==> src/rtl/tap_pkg.sv <==
// Shared TAP controller types: the 16 IEEE 1149.1 states in a 4-bit encoding.
package tap_pkg;

    typedef enum logic [3:0] {
        TLR      = 4'd0,
        RTI      = 4'd1,
        SEL_DR   = 4'd2,
        CAP_DR   = 4'd3,
        SHIFT_DR = 4'd4,
        EXIT1_DR = 4'd5,
        PAUSE_DR = 4'd6,
        EXIT2_DR = 4'd7,
        UPD_DR   = 4'd8,
        SEL_IR   = 4'd9,
        CAP_IR   = 4'd10,
        SHIFT_IR = 4'd11,
        EXIT1_IR = 4'd12,
        PAUSE_IR = 4'd13,
        EXIT2_IR = 4'd14,
        UPD_IR   = 4'd15
    } tap_state_t;

    localparam int TAP_NUM_STATES = 16;

endpackage

==> src/rtl/tap_fsm.sv <==
// IEEE 1149.1 TAP controller: Moore FSM, one registered state, one-hot state outputs.
module tap_fsm
    import tap_pkg::*;
(
    input  logic clk,
    input  logic reset,
    input  logic tms,
    output logic test_logic_reset,
    output logic run_test_idle,
    output logic select_dr_scan,
    output logic capture_dr,
    output logic shift_dr,
    output logic exit1_dr,
    output logic pause_dr,
    output logic exit2_dr,
    output logic update_dr,
    output logic select_ir_scan,
    output logic capture_ir,
    output logic shift_ir,
    output logic exit1_ir,
    output logic pause_ir,
    output logic exit2_ir,
    output logic update_ir
);

    tap_state_t                      state, state_nxt;
    logic [TAP_NUM_STATES-1:0]       dec;

    always_ff @(posedge clk) begin
        if (reset) state <= TLR;
        else       state <= state_nxt;
    end

    always_comb begin
        state_nxt = TLR;
        case (state)
            TLR:      state_nxt = tms ? TLR      : RTI;
            RTI:      state_nxt = tms ? SEL_DR   : RTI;
            SEL_DR:   state_nxt = tms ? SEL_IR   : CAP_DR;
            CAP_DR:   state_nxt = tms ? EXIT1_DR : SHIFT_DR;
            SHIFT_DR: state_nxt = tms ? EXIT1_DR : SHIFT_DR;
            EXIT1_DR: state_nxt = tms ? UPD_DR   : PAUSE_DR;
            PAUSE_DR: state_nxt = tms ? EXIT2_DR : PAUSE_DR;
            EXIT2_DR: state_nxt = tms ? UPD_DR   : SHIFT_DR;
            UPD_DR:   state_nxt = tms ? SEL_DR   : RTI;
            SEL_IR:   state_nxt = tms ? TLR      : CAP_IR;
            CAP_IR:   state_nxt = tms ? EXIT1_IR : SHIFT_IR;
            SHIFT_IR: state_nxt = tms ? EXIT1_IR : SHIFT_IR;
            EXIT1_IR: state_nxt = tms ? UPD_IR   : PAUSE_IR;
            PAUSE_IR: state_nxt = tms ? EXIT2_IR : PAUSE_IR;
            EXIT2_IR: state_nxt = tms ? UPD_IR   : SHIFT_IR;
            UPD_IR:   state_nxt = tms ? SEL_DR   : RTI;
            // Unreachable with a full 4-bit enum, kept so a corrupted state recovers.
            default:  state_nxt = TLR;
        endcase
    end

    always_comb begin
        dec        = '0;
        dec[state] = 1'b1;
    end

    assign test_logic_reset = dec[TLR];
    assign run_test_idle    = dec[RTI];
    assign select_dr_scan   = dec[SEL_DR];
    assign capture_dr       = dec[CAP_DR];
    assign shift_dr         = dec[SHIFT_DR];
    assign exit1_dr         = dec[EXIT1_DR];
    assign pause_dr         = dec[PAUSE_DR];
    assign exit2_dr         = dec[EXIT2_DR];
    assign update_dr        = dec[UPD_DR];
    assign select_ir_scan   = dec[SEL_IR];
    assign capture_ir       = dec[CAP_IR];
    assign shift_ir         = dec[SHIFT_IR];
    assign exit1_ir         = dec[EXIT1_IR];
    assign pause_ir         = dec[PAUSE_IR];
    assign exit2_ir         = dec[EXIT2_IR];
    assign update_ir        = dec[UPD_IR];

endmodule

==> config.mk <==
export PLATFORM = sky130hd
export DESIGN_NAME = tap_fsm
export DESIGN_NICKNAME = d
export VERILOG_FILES = /design/src/rtl/tap_pkg.sv /design/src/rtl/tap_fsm.sv
export SDC_FILE = /design/constraint.sdc
export NUM_CORES = 1
export LEC_CHECK = 0
export BUFFER_PORTS_ARGS = -buffer_cell sky130_fd_sc_hd__buf_2
export CELL_PAD_IN_SITES_DETAIL_PLACEMENT = 1
export CELL_PAD_IN_SITES_GLOBAL_PLACEMENT = 1
export CORE_MARGIN = 4
export CORE_UTILIZATION = 30
export CTS_CLUSTER_DIAMETER = 30
export DETAILED_ROUTE_END_ITERATION = 8
export GPL_ROUTABILITY_DRIVEN = 0
export MAX_ROUTING_LAYER = met4
export PLACE_DENSITY_LB_ADDON = 0.1
export SYNTH_ARGS = -nofsm -noshare
export SYNTH_HDL_FRONTEND = slang
export SYNTH_SLANG_ARGS = --single-unit
==> constraint.sdc <==
create_clock -name clk -period 2.54 [get_ports clk]
set_clock_uncertainty 0.05 [all_clocks]
set_input_delay 0.381 -clock clk [delete_from_list [all_inputs] [get_ports clk]]
set_output_delay 0.381 -clock clk [all_outputs]
set_load 0.005 [all_outputs]
* Yosys cells after proc, flatten, opt, wreduce, memory -nomap -nowiden
Index checks and enable logic that the tools add are counted.
** Operators by class
- Mux-type cells :: 15
- Reductions and logical operators :: 5
- Equal/unequal tests :: 15
- Magnitude comparators :: 2
** Operators with widths (count)
- $pmux 4 s12 :: 1
- $eq 4x4->1 const B :: 8
- $eq 4x3->1 const B :: 4
- $mux 4 :: 4
- $eq 4x2->1 const B :: 2
- $mux 2 :: 3
- $mux 3 :: 2
- $lt 4x5->1 const B :: 1
- $demux 1 s4 :: 1
- $eq 4x1->1 const B :: 1
- $ge 4x1->1 const B :: 1
- $logic_not 4->1 :: 1
- $mux 1 :: 4
- $reduce_or 2->1 :: 2
- $reduce_or 3->1 :: 1
- $logic_and 1x1->1 :: 1
** Storage, ports and cells
- Input port bits :: 3
- Output and inout port bits :: 16
- Flip-flop bits (word level) :: 4
- Word-level logic and storage cells :: 38

* Longest topological paths before layout
Gate-level depths: netlist of the first run.
- Word-level depth :: 4
- Mapped depth :: 5
- Gate-level depth less buffers :: 3

* Worst setup path before layout of the first run
Ideal clock, no wire load.
- Kind :: register -> output
- From :: register state[1]
- To :: output port run_test_idle
- Path slack :: 1.181 ns
- Cell stages (with the launch flop) :: 5
- Required time :: 2.109 ns
- Path buffers :: 2
- Arrival time :: 0.928 ns
- Cell sequence :: dfxtp_1 -> buf_4 -> buf_2 -> nand2b_1 -> nor3_1
** On the way
- Longest elaborated chain between the ends :: 4
- Elaborated cells between the ends (all ways) :: 5
- Classes of those cells :: 2 x order compare; 2 x mux; 1 x reduce/logical
** RTL lines
- from (decl) :: RTL line tap_fsm.sv:26 : tap_state_t state, state_nxt;
- from (signal assigned) :: RTL line tap_fsm.sv:31 : else state <= state_nxt;
- $lt 4x5->1 (implied by the code) or $ge 4x1->1 (tied branches) :: RTL line tap_fsm.sv:60 : dec[state] = 1'b1;
- $logic_and 1x1->1 (implied by the code) :: RTL line tap_fsm.sv:60
- $mux 1 (implied by the code) :: RTL line tap_fsm.sv:60
- $demux 1 s4 (*) :: RTL line tap_fsm.sv:60
- to (decl) :: RTL line tap_fsm.sv:9 : output logic run_test_idle,
Mark *: on every way between the ends. The rest lies on a longest branch, timed or not.

* Worst setup path after layout of the first run
- From :: register state[1]
- To :: output port select_dr_scan
** On the way
- Longest elaborated chain between the ends :: 4
- Elaborated cells between the ends (all ways) :: 5
- Classes of those cells :: 2 x order compare; 2 x mux; 1 x reduce/logical
** RTL lines
- $lt 4x5->1 (implied by the code) or $ge 4x1->1 (tied branches) :: RTL line tap_fsm.sv:60
- $logic_and 1x1->1 (implied by the code) :: RTL line tap_fsm.sv:60
- $mux 1 (implied by the code) :: RTL line tap_fsm.sv:60
- $demux 1 s4 (*) :: RTL line tap_fsm.sv:60
- to (decl) :: RTL line tap_fsm.sv:10 : output logic select_dr_scan,
Marked as above.

==> impl_metrics.csv, run 1 <==
group,metric,value,unit
setup_path,path_class,"reg -> out",
drt,viasPerCell,5.47,
yosys,yosysTopAreaCell,"dfxtp_1",
setup_path,end_kind,"output port",
timing,timing_worst_slew_pin_value,0.545,ns
timing,rsz0062_at_grt,"no",
finish,syn_to_final_growth,24.8,%
global_route,grt_max_degree,18,
pwr,p_leak,0.000217,uW
clock_tree,cts_resized,0,
flow_run,max_cap_viol_count,0,
drt,drt-total-wl,1230,um
finish,largest-register,"state",
clock_tree,cts_setup_buffers,0,
setup_path,path_max_fanout,17,
yosys,syn-num-nets,62,
timing,setup-tns-final,0,ns
die,die_area,1950,um^2
clock_tree,cts.htree.levels,1,
yosys,syn_inst,59,
timing,drv_slew,0,
yosys,avgSynthCellArea,6.66,um^2
finish,largestRegisters,"state (4)",
clock_tree,clkLatencyLatePin,0.24,ns
die,coreArea,1170,um^2
yosys,synth_area_leaders,"dfxtp_1, nor2_1, nor3_1",
place,placed_cell_area,468,um^2
global_route,overflow,0,
clock_tree,cts_buffer_depth,2,
clock_tree,holdBufCountCts,0,
finish,stdcell_area,490,um^2
die,chipHeight,44.2,um
global_route,grt.met2_usage,22.7,%
die,die_w,44.2,um
yosys,ys_seq_area_share,20.4,%
global_route,first_global_vias,477,
yosys,yosysWarnings,0,
drt,drc,0,
global_route,grt_first_pass_wirelength,2120,um
pwr,p_per_area,423,nW/um^2
yosys,synth_compound_area_share,28.0,%
timing,min_period_over_period,74.7,%
drt,routedWlPerCell,13.8,um
clock_tree,root_buffer,"clkbuf_4",
finish,num-nets-final,80,
drt,route.antenna.remaining_nets,0,
finish,largest_register_ffs,4,
finish,drive_gt1_share,33.3,%
yosys,async_reset_ff_share,0,%
drt,first_pass_iters,4,
yosys,synthSimpleGateAreaFrac,40.4,%
die,start_util,33.5,%
setup_path,worstPathRequired,2.11,ns
clock_tree,path_clk_slew,0.04,ns
global_route,grt.met1_usage,18.2,%
timing,max_freq,527,MHz
die,rows,12,
yosys,synth-edff-count,0,
timing,min_period,1.90,ns
outcome,outcome,"finished clean",
yosys,synth_cell_types,25,
drt,drt_iter0_markers,5,
timing,relSlewSlack,63.6,%
yosys,synth-seq-cells,4,
global_route,track_usage,15.0,%
global_route,grt-busiest-layer,"met2",
pwr,ir_drop,0.164,mV
yosys,synth_xor_area_share,0,%
setup_path,critPathLaunchType,"flop",
global_route,met3_usage,1.63,%
finish,utilization,41.9,%
clock_tree,cts-buffers-inserted,3,
yosys,synth_ff_type,"dfxtp_1",
finish,antenna_cells,0,
yosys,synth_top_family_by_area,"simple AND/OR/NAND/NOR gates",
timing,fin_hold_ws,0.324,ns
yosys,syn_area,393,um^2
yosys,yosysTopAreaCellShare,20.4,%
global_route,antenna_found_initial,0,
yosys,synthAdderAreaFrac,0,%
clock_tree,numClockSinks,4,
clock_tree,tritoncts,"built",
min_path,min_path_type,"in -> reg",
timing,hold_viol,0,
yosys,muxShareOfSynthArea,0,%
die,pin_count,19,
drt,vias,487,
setup_path,critical_path_arrival,1.47,ns
place,port_buffers,18,
timing,setup_viol_count_final,0,
place,dpl.hpwl,884,um
[final cells by class]
cell class	instances	area, um^2
Timing Repair Buffer	18	90.1
Inverter	3	11.3
Tap cell	14	17.5
Clock buffer	3	22.5
Sequential cell	4	80.1
Multi-Input combinational cell	47	269
Fill cell	170	681
[per-layer routing]
metal  part of all wire [%]  up-vias
met5                      0        -
li1                       -      248
met3                    4.4        2
met4                    1.4        0
met2                     48       12
met1                     46      225
[cells in the mapped netlist (all sizes together) (2+ instances only)]
cell,number
a21oi,2
nor4b,2
a311oi,2
a21o,2
nand2b,3
o21ai,3
buf,5
inv,3
nor2,10
a211oi,2
nor3,6
nand2,5
nand3,2
dfxtp,4
[worst max-delay path, cell delays in order (launching register included)]
cell and delay [ns]:
dfxtp_1 0.66, nand2b_1 0.26, nor3_1 0.17, buf_2 0.14
[power breakdown]
group	internal [uW]	switching [uW]
combinational	18.7	21.1
clock	53.3	32.8
sequential	66.7	15.1
[worst paths after layout]
| path | start | end | slack (ns) | cells past startpoint |
|---|---|---|---|---|
| min | reset | state[1] | 0.32 | 2 |
| min reg2reg | state[3] | state[2] | 0.65 | 2 |
| max | state[1] | select_dr_scan | 0.64 | 3 |
| max reg2reg | state[2] | state[3] | 1.06 | 3 |
[cells in the final DEF (no fill, tap or decap), drive strengths merged, types with 2 or more instances in the layout]
cell	n
nor2	10
nor4b	2
nand2	5
a21o	2
nor3	6
dfxtp	4
clkbuf	3
a311oi	2
nand3	2
nand2b	3
buf	18
a21oi	2
inv	3
a211oi	2
o21ai	3
[cells by family after synthesis]
kind of cell	count (synthesis)
compound gates	15
buf+inv	8
flops	4
simple gates	32
[metrics by stage]
step / instances / power (uW) / worst slack, ns
finish: 89 / 208 / 0.642
global route: 89 / 224 / 0.498
CTS: 89 / 211 / 0.647
detailed placement: 86 / 123 / 0.913
global placement: 86 / 123 / 0.897
floorplan: 59 / 110 / 1.18
Note: power is estimated with default switching activity, not from simulation.
==> run 2, diff against run 1 <==
--- a/config.mk
+++ b/config.mk
@@ -9,7 +9,7 @@
 export CELL_PAD_IN_SITES_DETAIL_PLACEMENT = 1
 export CELL_PAD_IN_SITES_GLOBAL_PLACEMENT = 1
 export CORE_MARGIN = 4
-export CORE_UTILIZATION = 30
+export CORE_UTILIZATION = 25
 export CTS_CLUSTER_DIAMETER = 30
 export DETAILED_ROUTE_END_ITERATION = 8
 export GPL_ROUTABILITY_DRIVEN = 0
==> constraint.sdc (replaced) <==
create_clock -name clk -period 1.6 [get_ports clk]
set_clock_uncertainty 0.05 [all_clocks]
set_input_delay 0.24 -clock clk [delete_from_list [all_inputs] [get_ports clk]]
set_output_delay 0.24 -clock clk [all_outputs]
set_load 0.005 [all_outputs]
==> run 2 against run 1 <==
Compared with the run above:
- combinational power increased by 120%
- sequential share of layout area decreased by 0.61 points
- wire length up 5.9%
- final area up 7.1%
- clock power rose by 44%
- critical path depth is the same
- register-to-register slack worse by 0.72 ns
- utilization is 6.6 points lower
==> impl_metrics.csv, run 2 (synthesis gave the netlist of run 1 again) <==
group,metric,value,unit
global_route,track_usage,13.9,%
place,dpl.hpwl,975,um
drt,route.antenna.remaining_nets,0,
clock_tree,root_buffer,"clkbuf_4",
finish,num-nets-final,84,
clock_tree,cts_buffer_depth,2,
finish,largestRegisters,"state (4)",
setup_path,critPathLaunchType,"flop",
clock_tree,tritoncts,"built",
finish,final_cell_mix,"buf_2, nor2_1, nor3_1",
timing,relSlewSlack,82.6,%
pwr,p_per_area,625,nW/um^2
clock_tree,holdBufCountCts,0,
pwr,ir_drop,0.272,mV
timing,setup-tns-final,0,ns
timing,hold_viol,0,
drt,routedWlPerCell,13.7,um
clock_tree,cts_setup_buffers,0,
drt,drt-total-wl,1300,um
setup_path,path_max_fanout,9,
drt,first_pass_iters,2,
outcome,outcome,"finished clean",
global_route,first_global_vias,472,
timing,min_period_over_period,89.9,%
die,die_area,2270,um^2
timing,rsz0062_at_grt,"no",
setup_path,critical_path_arrival,1.15,ns
global_route,met3_usage,5.26,%
setup_path,end_kind,"output port",
finish,drive_gt1_share,39.2,%
timing,drv_slew,0,
timing,max_freq,695,MHz
drt,drc,0,
drt,drt_iter0_markers,3,
timing,setup_viol_count_final,0,
clock_tree,path_clk_slew,0.04,ns
timing,layout_setup_ws,0.162,ns
pwr,power,328,uW
finish,largest_register_ffs,4,
die,rows,14,
global_route,grt.met2_usage,19.0,%
clock_tree,cts.htree.levels,1,
place,port_buffers,18,
pwr,p_leak,0.000240,uW
die,chipHeight,47.6,um
finish,antenna_cells,0,
place,pre_cts_ws,0.165,ns
die,coreArea,1490,um^2
finish,utilization,35.3,%
clock_tree,numClockSinks,4,
global_route,antenna_found_initial,0,
finish,largest-register,"state",
drt,vias,477,
timing,timing_worst_slew_pin_value,0.258,ns
die,pin_count,19,
global_route,grt.met1_usage,19.7,%
finish,final_common_cell,"buf_2",
finish,syn_to_final_growth,33.8,%
drt,viasPerCell,5.02,
flow_run,max_cap_viol_count,0,
finish,fillCellCount,201,
clock_tree,cts-buffers-inserted,3,
timing,min_period,1.44,ns
global_route,grt_first_pass_wirelength,2180,um
clock_tree,clkLatencyLatePin,0.24,ns
global_route,grt_max_degree,17,
global_route,overflow,0,
global_route,grt-busiest-layer,"met1",
setup_path,path_class,"reg -> out",
min_path,min_path_type,"in -> reg",
setup_path,worstPathRequired,1.31,ns
die,die_w,47.6,um
die,start_util,26.4,%
[run 2: cell count changes in the layout (fill, tap and decap cells not counted)]
cell     change
dfxtp_1      -2
dfxtp_2      +2
buf_4        +4
[run 2: critical path: stages (launching register included)]
cell	delay (ns)
dfxtp_2	0.36
buf_4	0.16
nor4_1	0.24
buf_2	0.15
[run 2: final timing paths]
kind / slack, ns / depth (start not counted) / endpoint / startpoint
setup / recovery: 0.16 / 3 / test_logic_reset / state[3]
hold / removal: 0.18 / 2 / state[3] / reset
hold reg to reg: 0.50 / 2 / state[2] / state[3]
setup reg to reg: 0.34 / 4 / state[1] / state[3]
[run 2: per-stage QoR]
stage          area, um^2  instances  hold slack (ns)
6_report              526         95            0.179
5_1_grt               526         95            0.181
4_1_cts               524         95            0.175
3_3_place_gp          500         92            0.433
2_1_floorplan         393         59            0.259
3_5_place_dp          500         92            0.433
[run 2: area by class of cell]
type	instances	area, um^2	share of cell area, %
repair buffers	22	120	22.9
well taps	16	20.0	3.81
inverters	3	11.3	2.14
multi-input cells	47	269	51.2
flip-flops and latches	4	82.6	15.7
clock buffers	3	22.5	4.29
[run 2: where the power goes]
part	switching, uW	leakage (uW)	internal (uW)	total (uW)
registers	11.4	0.0000337	107	118
clock network	40.2	0.0000138	83.8	124
logic	49.3	0.000192	36.9	86.3
total	101	0.000240	227	328
[run 2: what timing repair did]
| action | 4_1_cts | 5_1_grt |
|---|---|---|
| setup endpoints to repair | 7 | 5 |
| resized for setup | 1 | 1 |
| pin swaps | 0 | 0 |
[run 2: metal layers]
layer	wire (um)	up-vias
li1	-	252
met1	688	207
met2	543	18
met3	71	0
met4	0	0
met5	0	-
==> run 3, diff against run 2 <==
==> constraint.sdc (replaced) <==
create_clock -name clk -period 1.6 [get_ports clk]
set_clock_uncertainty 0.05 [all_clocks]
set_input_delay 0.08 -clock clk [delete_from_list [all_inputs] [get_ports clk]]
set_output_delay 0.08 -clock clk [all_outputs]
set_load 0.005 [all_outputs]
==> run 3 against run 2 <==
Compared with the run above:
- final area is 1.4% lower
- die area stayed put
- utilization down 0.50 points
- wire length is 3.2% lower
- via count is 2.7% higher
- count of clock-buffer cells in the layout did not move
- first-iteration DRC count unchanged
- critical path depth unchanged
- largest cell class unchanged
==> impl_metrics.csv, run 3 (synthesis gave the netlist of run 1 again) <==
group,metric,value,unit
clock_tree,cts-buffers-inserted,3,
global_route,track_usage,13.7,%
finish,syn_to_final_growth,31.8,%
timing,relSlewSlack,71.5,%
setup_path,worstPathRequired,1.47,ns
clock_tree,cts.htree.levels,1,
timing,rsz0062_at_grt,"no",
finish,final_common_cell,"buf_2",
timing,drv_slew,0,
timing,min_period,1.45,ns
finish,multiInputGateArea,269,um^2
die,pin_count,19,
die,rows,14,
min_path,hold_depth,2,
pwr,ir_drop,0.158,mV
timing,hold_viol,0,
clock_tree,numClockSinks,4,
global_route,grt_first_pass_wirelength,2170,um
global_route,first_global_vias,485,
timing,timing_worst_slew_pin_value,0.428,ns
timing,setup_viol_count_final,0,
place,pre_cts_ws,0.234,ns
clock_tree,tritoncts,"built",
setup_path,critPathLaunchType,"flop",
setup_path,end_kind,"output port",
drt,viasPerCell,5.21,
finish,drive_gt1_share,38.5,%
clock_tree,cts_buffer_depth,2,
place,port_buffers,18,
global_route,antenna_found_initial,0,
global_route,grt_max_degree,17,
flow_run,max_cap_viol_count,0,
outcome,outcome,"finished clean",
die,die_w,47.6,um
timing,fin_hold_ws,0.0130,ns
timing,min_period_over_period,90.3,%
clock_tree,holdBufCountCts,0,
finish,largest_register_ffs,4,
timing,layout_setup_ws,0.155,ns
place,dpl.hpwl,929,um
timing,setup-tns-final,0,ns
die,coreArea,1490,um^2
die,chipHeight,47.6,um
drt,vias,490,
clock_tree,path_clk_slew,0.04,ns
setup_path,critical_path_arrival,1.32,ns
clock_tree,clkLatencyLatePin,0.24,ns
finish,final_cell_mix,"buf_2, nor2_1, nor3_1",
global_route,overflow,0,
clock_tree,root_buffer,"clkbuf_4",
drt,routedWlPerCell,13.4,um
pwr,p_leak,0.000234,uW
setup_path,ff2ff_path_depth,3,
finish,largestRegisters,"state (4)",
finish,fillCellCount,205,
drt,route.antenna.remaining_nets,0,
drt,drt-total-wl,1260,um
setup_path,path_max_fanout,13,
die,die_area,2270,um^2
finish,num-nets-final,83,
finish,largest-register,"state",
clock_tree,cts_setup_buffers,0,
min_path,min_path_type,"in -> reg",
timing,max_freq,692,MHz
die,start_util,26.4,%
finish,seqCellArea,82.6,um^2
setup_path,path_class,"reg -> out",
drt,drc,0,
drt,first_pass_iters,3,
pwr,p_per_area,644,nW/um^2
finish,antenna_cells,0,
drt,drt_iter0_markers,3,
==> run 3: cell count changes in the layout (fill, tap and decap cells not counted), sizes merged <==
cell | previous run | this run
buf | 22 | 21
==> run 3: metrics by stage <==
| step | util, % | instances | total power (uW) | area [um^2] |
|---|---|---|---|---|
| after floorplan | - | 59 | 174 | 393 |
| after global placement | 33.1 | 91 | 202 | 493 |
| after detailed placement | 33.1 | 91 | 203 | 493 |
| after CTS | 34.6 | 94 | 341 | 515 |
| after global routing | 34.8 | 94 | 352 | 518 |
| final | 34.8 | 94 | 334 | 518 |
==> run 3: power breakdown <==
group / switching [uW] / internal (uW) / leakage, uW / total [uW]
clock network: 47.9 / 84.3 / 0.0000138 / 132
logic: 42.1 / 35.2 / 0.000187 / 77.3
registers: 17.5 / 107 / 0.0000337 / 124
total: 108 / 226 / 0.000234 / 334
==> run 3: path summary, 6_finish.rpt <==
kind / from / endpoint / slack (ns)
max: state[0] / run_test_idle / 0.15
min: reset / state[3] / 0.01
max reg2reg: state[0] / state[3] / 0.29
min reg2reg: state[3] / state[2] / 0.55
==> run 3: area by class of cell <==
class	count	area share, %
Multi-Input combinational cell	47	51.9
Timing Repair Buffer	21	21.7
Sequential cell	4	15.9
Clock buffer	3	4.35
Tap cell	16	3.86
Inverter	3	2.17
==> run 3: metal layers <==
| layer | global-route usage (%) | up-vias | wire, um |
|---|---|---|---|
| met5 | - | - | 0 |
| met4 | 6.45 | 0 | 15 |
| met3 | 1.50 | 2 | 52 |
| met2 | 19.0 | 16 | 540 |
| met1 | 19.5 | 221 | 652 |
| li1 | - | 251 | - |
==> run 3: timing repair <==
item,CTS,global route
resized for setup,0,2
hold endpoints to repair,0,0
setup endpoints to repair,0,5
==> run 3: critical path, stage by stage, from the launching register on <==
cell,delay (ns)
dfxtp_1,0.57
nand2b_1,0.20
nor3_1,0.16
buf_2,0.14
